$ cat config.mk
export PLATFORM = sky130hd
export DESIGN_NAME = setting_reg_bank_masked
export DESIGN_NICKNAME = d
export VERILOG_FILES = /design/src/rtl/setting_reg_bank_masked.sv
export SDC_FILE = /design/constraint.sdc
export NUM_CORES = 1
export LEC_CHECK = 0
export ABC_CLOCK_PERIOD_IN_PS = 1030
export CAP_MARGIN = 10
export CORE_MARGIN = 1.5
export CORE_UTILIZATION = 30
export DETAILED_ROUTE_END_ITERATION = 10
export GPL_TIMING_DRIVEN = 0
export PLACE_DENSITY = 0.67
export SYNTH_ARGS = -nofsm -noshare
export SYNTH_HDL_FRONTEND = slang
export SYNTH_SLANG_ARGS = --single-unit
$ cat constraint.sdc
create_clock -name clock -period 1.03 [get_ports clock]
set_input_delay 0.103 -clock clock [delete_from_list [all_inputs] [get_ports clock]]
set_output_delay 0.103 -clock clock [all_outputs]
set_load 0.03 [all_outputs]
$ cat src/rtl/setting_reg_bank_masked.sv
// rtl/setting_reg_bank_masked.sv - masked settings-register bank with toggle, autoclear and shadow commit
// Live bits in AUTOCLR_MASK decay to 0 unless the same edge writes them; shadow regs never decay.
module setting_reg_bank_masked #(
  parameter int               base_addr    = 0,
  parameter int               NREGS        = 4,
  parameter int               WIDTH        = 16,
  parameter logic [WIDTH-1:0] AUTOCLR_MASK = '0,
  parameter bit               SHADOW       = 1'b0
) (
  input  logic                   clock,
  input  logic                   reset,
  input  logic                   strobe,
  input  logic [6:0]             addr,
  input  logic [31:0]            in,
  input  logic [6:0]             rd_addr,
  output logic [NREGS*WIDTH-1:0] out,
  output logic [NREGS-1:0]       changed,
  output logic [31:0]            rd_data
);

  logic [NREGS-1:0][WIDTH-1:0] live_q, live_d;
  logic [NREGS-1:0][WIDTH-1:0] shadow_q, shadow_d;
  logic [NREGS-1:0][WIDTH-1:0] base_val, upd_val;
  logic [NREGS-1:0]            changed_q, changed_d;
  logic [NREGS-1:0]            wr_hit, tg_hit, commit_sel;
  logic [31:0]                 rd_data_q, rd_data_d;
  logic [WIDTH-1:0]            m, v;
  logic                        commit_hit;

  assign m          = in[16 +: WIDTH];
  assign v          = in[0 +: WIDTH];
  assign commit_hit = strobe && (addr == 7'(base_addr + 2 * NREGS));

  always_comb begin
    wr_hit     = '0;
    tg_hit     = '0;
    commit_sel = '0;
    for (int i = 0; i < NREGS; i++) begin
      wr_hit[i]     = strobe && (addr == 7'(base_addr + i));
      tg_hit[i]     = strobe && (addr == 7'(base_addr + NREGS + i));
      commit_sel[i] = SHADOW && commit_hit && in[i];
    end
  end

  // Bits outside m take the decayed value, so an untouched autoclear bit still drops.
  always_comb begin
    base_val = '0;
    upd_val  = '0;
    for (int i = 0; i < NREGS; i++) begin
      base_val[i] = SHADOW ? shadow_q[i] : (live_q[i] & ~AUTOCLR_MASK);
      if (wr_hit[i]) begin
        upd_val[i] = (base_val[i] & ~m) | (v & m);
      end else if (tg_hit[i]) begin
        upd_val[i] = (base_val[i] & ~m) | (((SHADOW ? shadow_q[i] : live_q[i]) ^ m) & m);
      end else begin
        upd_val[i] = base_val[i];
      end
    end
  end

  always_comb begin
    live_d    = live_q;
    shadow_d  = shadow_q;
    changed_d = '0;
    for (int i = 0; i < NREGS; i++) begin
      if (SHADOW) begin
        shadow_d[i]  = upd_val[i];
        live_d[i]    = commit_sel[i] ? shadow_q[i] : (live_q[i] & ~AUTOCLR_MASK);
        changed_d[i] = commit_sel[i];
      end else begin
        live_d[i]    = upd_val[i];
        changed_d[i] = wr_hit[i] | tg_hit[i];
      end
    end
  end

  always_comb begin
    rd_data_d = '0;
    for (int i = 0; i < NREGS; i++) begin
      if (rd_addr == 7'(base_addr + i)) begin
        rd_data_d = 32'(live_q[i]);
      end
      if (rd_addr == 7'(base_addr + NREGS + i)) begin
        rd_data_d = SHADOW ? 32'(shadow_q[i]) : 32'(live_q[i]);
      end
    end
  end

  always_ff @(posedge clock or negedge reset) begin
    if (!reset) begin
      live_q    <= '0;
      shadow_q  <= '0;
      changed_q <= '0;
      rd_data_q <= '0;
    end else begin
      live_q    <= live_d;
      shadow_q  <= shadow_d;
      changed_q <= changed_d;
      rd_data_q <= rd_data_d;
    end
  end

  assign out     = live_q;
  assign changed = changed_q;
  assign rd_data = rd_data_q;

endmodule

# == Word-level counts from Yosys, hierarchy flattened ==
# Index checks and enable logic that the tools add are counted.
# op_classes
addsub,0
n_mul,0
div,0
magnitude_cmp,0
n_eq_ne,14
n_shift,0
muxes,16
bitwise_logic,26
reduce_logical,14
# ops
cell,n
16-bit 2-to-1 mux,14
16-bit AND,9
16-bit OR,8
32-bit 2-to-1 mux,2
16-bit bitwise XOR,4
"7-bit by 3-bit equality test with 1-bit output, second input constant",8
"7-bit by 2-bit equality test with 1-bit output, second input constant",4
16-bit inverter,1
"7-bit by 1-bit equality test with 1-bit output, second input constant",2
7-bit logical NOT,2
1-bit logical AND,8
2-bit nonzero test,4
1-bit OR,4
# word_totals
register_bits,100
latch_bits,0
mem_bits_rw,0
rom_bits,0
in_bits,49
out_inout_bits,100
wordCells,76
memories,0

# == Longest topological paths before layout ==
# Gate-level depths: netlist of run 1.
# depth
ltp_word,9
mapped_depth,6
depth_no_buf,3

# == Worst setup path after synthesis of run 1 ==
# OpenSTA, ideal clock, no wires.
# synth_path
kind,input -> register
start,input addr[1]
end,"register live_q, in the netlist out[10]"
setup_ns,0.128
arrival_ns,1.381
path_slack_ns,-0.479
path_stages,5
path_buffers,2
path_cell_list,or4_1 buf_6 buf_12 nor3_2 mux2_1
# synth_via
elab_chain_cells,3
word_cells_on_any_way,6
classes_between,1 x eq/ne; 1 x mux; 4 x reduce/logical
# synth_lines
item,line,source
from (decl),13,"input logic [6:0] addr,"
7-bit by 3-bit equality test with 1-bit output or 7-bit logical NOT (tied branches),"40, 39",
"1-bit logical AND, on equally long branches","40, 39",
2-bit nonzero test (no source line) or 16-bit 2-to-1 mux (tied branches),n/a,
to (signal assigned),96,live_q <= live_d;
to (decl),21,"logic [NREGS-1:0][WIDTH-1:0] live_q, live_d;"
# Several ways; a longest one is shown, not always the timed one.
# A chain may end at the register's enable or synchronous reset.

# == Worst setup path after layout of run 1 ==
# layout_path
start,input addr[5]
end,"register live_q, in the netlist out[8]"
# The elaborated chain is that of the path after synthesis.

==> metrics.txt, run 1 <==
Worst Path Max Fanout 8; CTS Root Buffer Type clkbuf_16; post-route ant nets 0; Worst-path clk slew 0.06 ns; CTS buffer count 9; area added between synthesis and finish 77.07%; die height 126.9 um; RR Startpoint out[63]; post-place setup slack -1.186 ns; crit path kind input pin to flip-flop; critical path launch point addr[5]; crit path launch type input pin; Max VDD drop 0.8013 mV; pin count of the biggest net entering global routing 56; Worst Max-Slew Pin Slew 0.6654 ns; layout cells sized above 1 68.72%; drt via density 5.198; Pwr Density 1340 mW/mm^2; Final WS setup -0.2606 ns; CP most frequent cell buf_12; RSZ-0062 raised after global routing true; fin cells 837; Post-route DRC 0; most common cell in the netlist dfrtp_1; Post-Syn Area 0.004604 sq mm; clk sinks 84; via count 4351; top_reg_cell synth dfrtp_1; Inst Count DP 733; max incr delay on CP 0.65 ns; vias in the first global route 4548; First DRT Iteration DRCs 254; Avg Inst Size Synth 11.43 sq um; dpl hpwl 10960 um; Post-synth EDFFs 0; Distinct cells, synth 34; DP Area 0.006700 sq mm; Max Cap Violations 0; WL met1 7430 um; post-synthesis sequential area ratio 45.65%; final worst-path cycle share 125.3%; fmax 774.8 MHz; failing checks setup timing; setup violators final 99; WP data arrival 1.52 ns; final instance area 0.008153 sq mm; Lkg Pwr 3.781 nW; total chip power 10.93 mW; initial core utilization 30.51%; Routed WL 17690 um; worst min-delay path category input pin to flip-flop; NumNets Final 693; synth top area cells dfrtp_1 46%, mux2_2 12%, mux4_2 7.8%, a21oi_1 6.8%, mux2_1 2.9%; #FFs+latches synth 84; die area 0.01610 sq mm; Tmin final 1.291 ns; area leader, netlist dfrtp_1; skew final 0.004448 ns; site row count 45; met2 WL post-DR 8734 um; Rel. slew slack 55.64%; number of buffers and inverters on the critical path 2; clk_lat worst skew 0.35 ns; fraction of registers with async set/reset 100.0%; area share of the leading cell type in the synthesized netlist 45.65%; final core utilization 54.03%; first-pass GRT wire length 26500 um; core area 0.01509 sq mm; synthesized instance count 403; drt wl/cell 21.14 um; CTS tree built; CP delay by family, top simple AND/OR/NAND/NOR gates; DRT Pass-1 Iters 4; Crit path required time 1.26 ns; min-delay src addr[1]; YS warnings 0; crit path capture type flip-flop; CTS Buffer Depth 2; Port Buffer Count 126; GR Util All Layers 22.25%; n_diodes 0; top-level port count 149; top cells by count, synth 84 x dfrtp_1, 63 x a21oi_1, 51 x mux2_2, 23 x nor3_1, 17 x nor2b_1; initial antenna violation count 0; CP Cell Sequence buf_12, or4_4, buf_12, nor3_4, mux2_4; global route overflow 0; met3 WL 1233 um; Hold Fails Final Rpt 0; Max Slew Vio Count 0; H-tree levels 3; slowest CP cell or4_4; Die X-Extent 126.9 um; run status finished, violations left; top routing layer in use met4; GPL Wtd Cong 0.8357
-- metrics by stage --
step,TNS [ns],hold slack [ns]
detailed placement,-90.60,0.07810
global route,-15.06,0.1317
global placement,-391.61,0.5055
CTS,-8.991,0.08936
finish,-12.25,0.1301
floorplan,-16.76,-0.1926
-- worst reg2reg max path, delay by kind of cell (launching register included) --
family	cells	cell delay [ns]
multiplexers	1	0.48
flip-flops	1	0.42
AND/OR/NAND/NOR	1	0.15
-- placed cells by master, fill, tap and decap left out, types with 2 or more instances in the layout --
master           instances
a21oi_1                 63
nand4_1                 16
dlymetal6s2s_1           5
conb_1                  16
buf_8                    7
buf_4                   84
nand3b_1                16
nor3_4                  31
or4_4                    2
nor2b_4                  8
clkbuf_8                 8
nor2_1                   5
nor2_2                  11
mux2_4                  34
buf_2                   21
nand3_4                  3
clkbuf_2                 7
nor2b_1                  9
dfrtp_2                 62
mux2_2                  29
clkbuf_1                 5
dlygate4sd2_1           11
clkdlybuf4s50_1         20
clkbuf_16               10
mux4_2                  16
buf_12                   6
clkbuf_4                 4
dfrtp_1                 22
buf_16                   3
nand3_2                  6
buf_6                   86
nand3_1                  6
-- layout make-up --
class                   instances  area [sq um]
multi-input cells             285          2878
plain buffers                  47         479.2
fillers                      1290          6937
flip-flops and latches         84          2180
repair buffers                217          2082
well taps                     188         235.2
clock inverters                 2         35.03
clock buffers                  14         264.0
-- kinds of logic after synthesis --
| group | share of synthesized area, % |
|---|---|
| other | 0.08144 |
| and+or+nand+nor | 17.20 |
| muxes | 23.23 |
| buffers and inverters | 6.495 |
| AOI/OAI and AO/OA | 7.337 |
| DFF | 45.65 |
-- power by group --
| part | internal, mW | total (mW) | leakage [nW] | switching (mW) |
|---|---|---|---|---|
| Clock | 2.01 | 3.33 | 0.147 | 1.32 |
| Sequential | 3.65 | 3.98 | 1.05 | 0.330 |
| Combinational | 1.85 | 3.61 | 2.59 | 1.76 |
-- worst paths after layout --
check | endpoint | slack [ns] | depth (start not counted)
setup / recovery | out[8] | -0.26 | 5
hold / removal | changed[2] | 0.13 | 2
setup reg to reg | rd_data[15] | -0.13 | 2
hold reg to reg | out[27] | 0.57 | 1
max in group asynchronous | out[48] | 0.23 | 3
min in group asynchronous | rd_data[9] | 0.20 | 2
-- per-layer routing --
| layer | up-vias | track usage, % |
|---|---|---|
| li1 | 1958 | - |
| met1 | 2199 | 28.39 |
| met2 | 173 | 36.16 |
| met3 | 21 | 6.158 |
| met4 | 0 | 8.289 |
| met5 | - | 0 |
-- what timing repair did --
action / CTS / global route
buffers inserted: 68 / 16
pin swaps: 15 / 14
endpoints found under the setup margin: 168 / 153
gates resized for setup: 667 / 40
gates cloned: 5 / 0
hold buffers: 1 / 0
endpoints found under the hold margin: 29 / 0
-- flip-flops by register name, indices dropped and copies added (netlist names) --
| name | cells |
|---|---|
| rd_data | 16 |
| changed | 4 |
| out | 64 |
No activity file was read; power rests on OpenSTA's default activity.
==> run 2, diff against run 1 <==
- CORE_ASPECT_RATIO: unset -> 1.4
==> metrics.txt, run 2 (same netlist as run 1, synthesis figures left out) <==
vias in the first global route 4586 (+0.84%); CTS Root Buffer Type clkbuf_16; max FFs per register 64 (unchanged); pin count of the biggest net entering global routing 44 (-21%); area added between synthesis and finish 79.16%; Worst Max-Slew Pin Slew 0.6381 ns (-0.02728 ns); core area 0.01499 sq mm (-0.68%); n_diodes 0 (unchanged); DRT Pass-1 Iters 7 (+3); clk_lat worst skew 0.35 ns (about the same); run status finished, violations left; GPL Wtd Cong 0.8081 (-3.3%); CTS tree built; Pwr Density 1302 mW/mm^2 (-2.9%); die height 149.6 um (+18%); sequential cell area 0.002180 sq mm (unchanged); RR Startpoint out[50]; Tmin final 1.314 ns (+0.02382 ns); Max VDD drop 0.6890 mV (-14%); Rel. slew slack 57.46% (+1.8 points); max incr delay on CP 0.57 ns (-0.08 ns); Routed WL 18230 um (+3.0%); WP depth 6 (+1); Critical R2R Capture rd_data[2]; crit path capture type flip-flop; cell count of the worst reg-to-reg path 2 (unchanged); via count 4460 (+2.5%); first-pass GRT wire length 26560 um (+0.21%); dpl hpwl 11160 um (+1.8%); crit path launch type input pin; setup violators final 93 (-6.1%); die area 0.01611 sq mm (about the same); GR Util All Layers 22.40% (+0.15 points); multi-input logic area 0.002918 sq mm (+1.4%); final worst-path cycle share 127.6% (+2.3 points); drt wl/cell 21.57 um (+2.0%); crit path kind input pin to flip-flop; site row count 53 (+18%); CTS buffer count 9 (unchanged); Worst setup endpoint out[15]; Die X-Extent 107.7 um (-15%); worst min-delay path category input pin to flip-flop; Max Cap Violations 0 (unchanged); commonest cells after routing, fill and taps aside 91 x buf_4, 84 x buf_6, 63 x a21oi_1, 62 x dfrtp_2, 37 x mux2_4; critical path launch point addr[6]; Fill cells 1307 (+1.3%); CP Cell Sequence buf_8, or4_4, buf_12, buf_6, nor3_4, mux2_4; total chip power 10.74 mW (-1.7%); failing checks setup timing; Crit path required time 1.26 ns (about the same); setup_tns -11.62 ns (+0.6279 ns); final instance area 0.008249 sq mm (+1.2%); H-tree levels 3 (unchanged); Worst Path Max Fanout 8 (unchanged); WP data arrival 1.55 ns (+0.03 ns); clk sinks 84 (unchanged); CP delay by family, top simple AND/OR/NAND/NOR gates; Port Buffer Count 126 (unchanged); initial antenna violation count 0 (unchanged); DP Area 0.006705 sq mm (about the same); initial core utilization 30.72% (+0.21 points); drt via density 5.278 (+1.5%); fmax 760.8 MHz (-1.8%); slowest CP cell or4_4; number of buffers and inverters on the critical path 3 (+1); most common cell after layout, fill and taps aside buf_4; RSZ-0062 raised after global routing true; top-level port count 149 (unchanged); Final WS setup -0.2845 ns (-0.02382 ns); Lkg Pwr 3.831 nW (+1.3%); Worst-path clk slew 0.07 ns (about the same); skew final 0.006940 ns (+0.002492 ns); Post-route DRC 0 (unchanged); R2R Setup Slk -0.14 ns (about the same); NumNets Final 697 (+0.58%); post-route ant nets 0 (unchanged); layout cells sized above 1 70.44% (+1.7 points); global route overflow 0 (unchanged); CTS Buffer Depth 2 (unchanged); Max Slew Vio Count 0 (unchanged); Hold Fails Final Rpt 0 (unchanged); First DRT Iteration DRCs 207 (-19%)
==> run 2: per-layer routing <==
metal / wire length (um) / vias up / GRT usage, %
met2: 9331 / 232 / 38.76
li1: - / 1956 / -
met3: 1220 / 51 / 4.355
met1: 6944 / 2221 / 26.50
met5: 0 / - / 0
met4: 730 / 0 / 10.72
==> run 2: what timing repair did <==
item | CTS | global route
pin swaps | 25 | 15
buffers inserted | 61 | 27
endpoints found under the hold margin | 41 | 0
resized for setup | 672 | 51
endpoints found under the setup margin | 168 | 188
gates cloned | 5 | 2
hold buffers | 1 | 0
==> run 2: where the power goes <==
group          internal, mW  total (mW)  leakage, nW  switching, mW
Clock                  1.65        3.11        0.136           1.46
Sequential             3.65        3.98         1.05          0.331
Combinational          1.87        3.65         2.65           1.77
Total                  7.17        10.7         3.83           3.56
==> run 2: cell type report <==
type	count	area share [%]
clock buffer	9	2.730
clock inverter	7	0.6370
multi-input combinational	285	35.37
timing repair buffer	222	26.27
sequential	84	26.42
buffer	46	5.658
tap	192	2.912
==> run 2: how the worst min path moves through the flow <==
stage          slack (ns)    start  depth (start not counted)          end
6_report             0.08  addr[1]                          2   changed[2]
5_1_grt              0.07  addr[1]                          2   changed[2]
4_1_cts               0.1  addr[1]                          2   changed[2]
3_5_place_dp         0.14    reset                          1  rd_data[10]
3_3_place_gp         0.50  out[62]                          1      out[62]
2_1_floorplan       -0.19    reset                          0   changed[0]
==> run 2: metrics by stage <==
step | std cells | util (%) | setup WS, ns | hold slack (ns)
2_1_floorplan | 418 | - | -0.4498 | -0.1926
3_3_place_gp | 736 | 44.57 | -3.662 | 0.5048
3_5_place_dp | 737 | 44.74 | -1.168 | 0.1423
4_1_cts | 819 | 52.98 | -0.2820 | 0.09751
5_1_grt | 845 | 55.04 | -0.2987 | 0.06603
6_report | 845 | 55.04 | -0.2845 | 0.07608
==> run 2: worst reg2reg max path, cell delays in order, from the launching register on <==
cell and delay [ns]:
dfrtp_2 0.44, mux4_2 0.48, nor2b_4 0.14
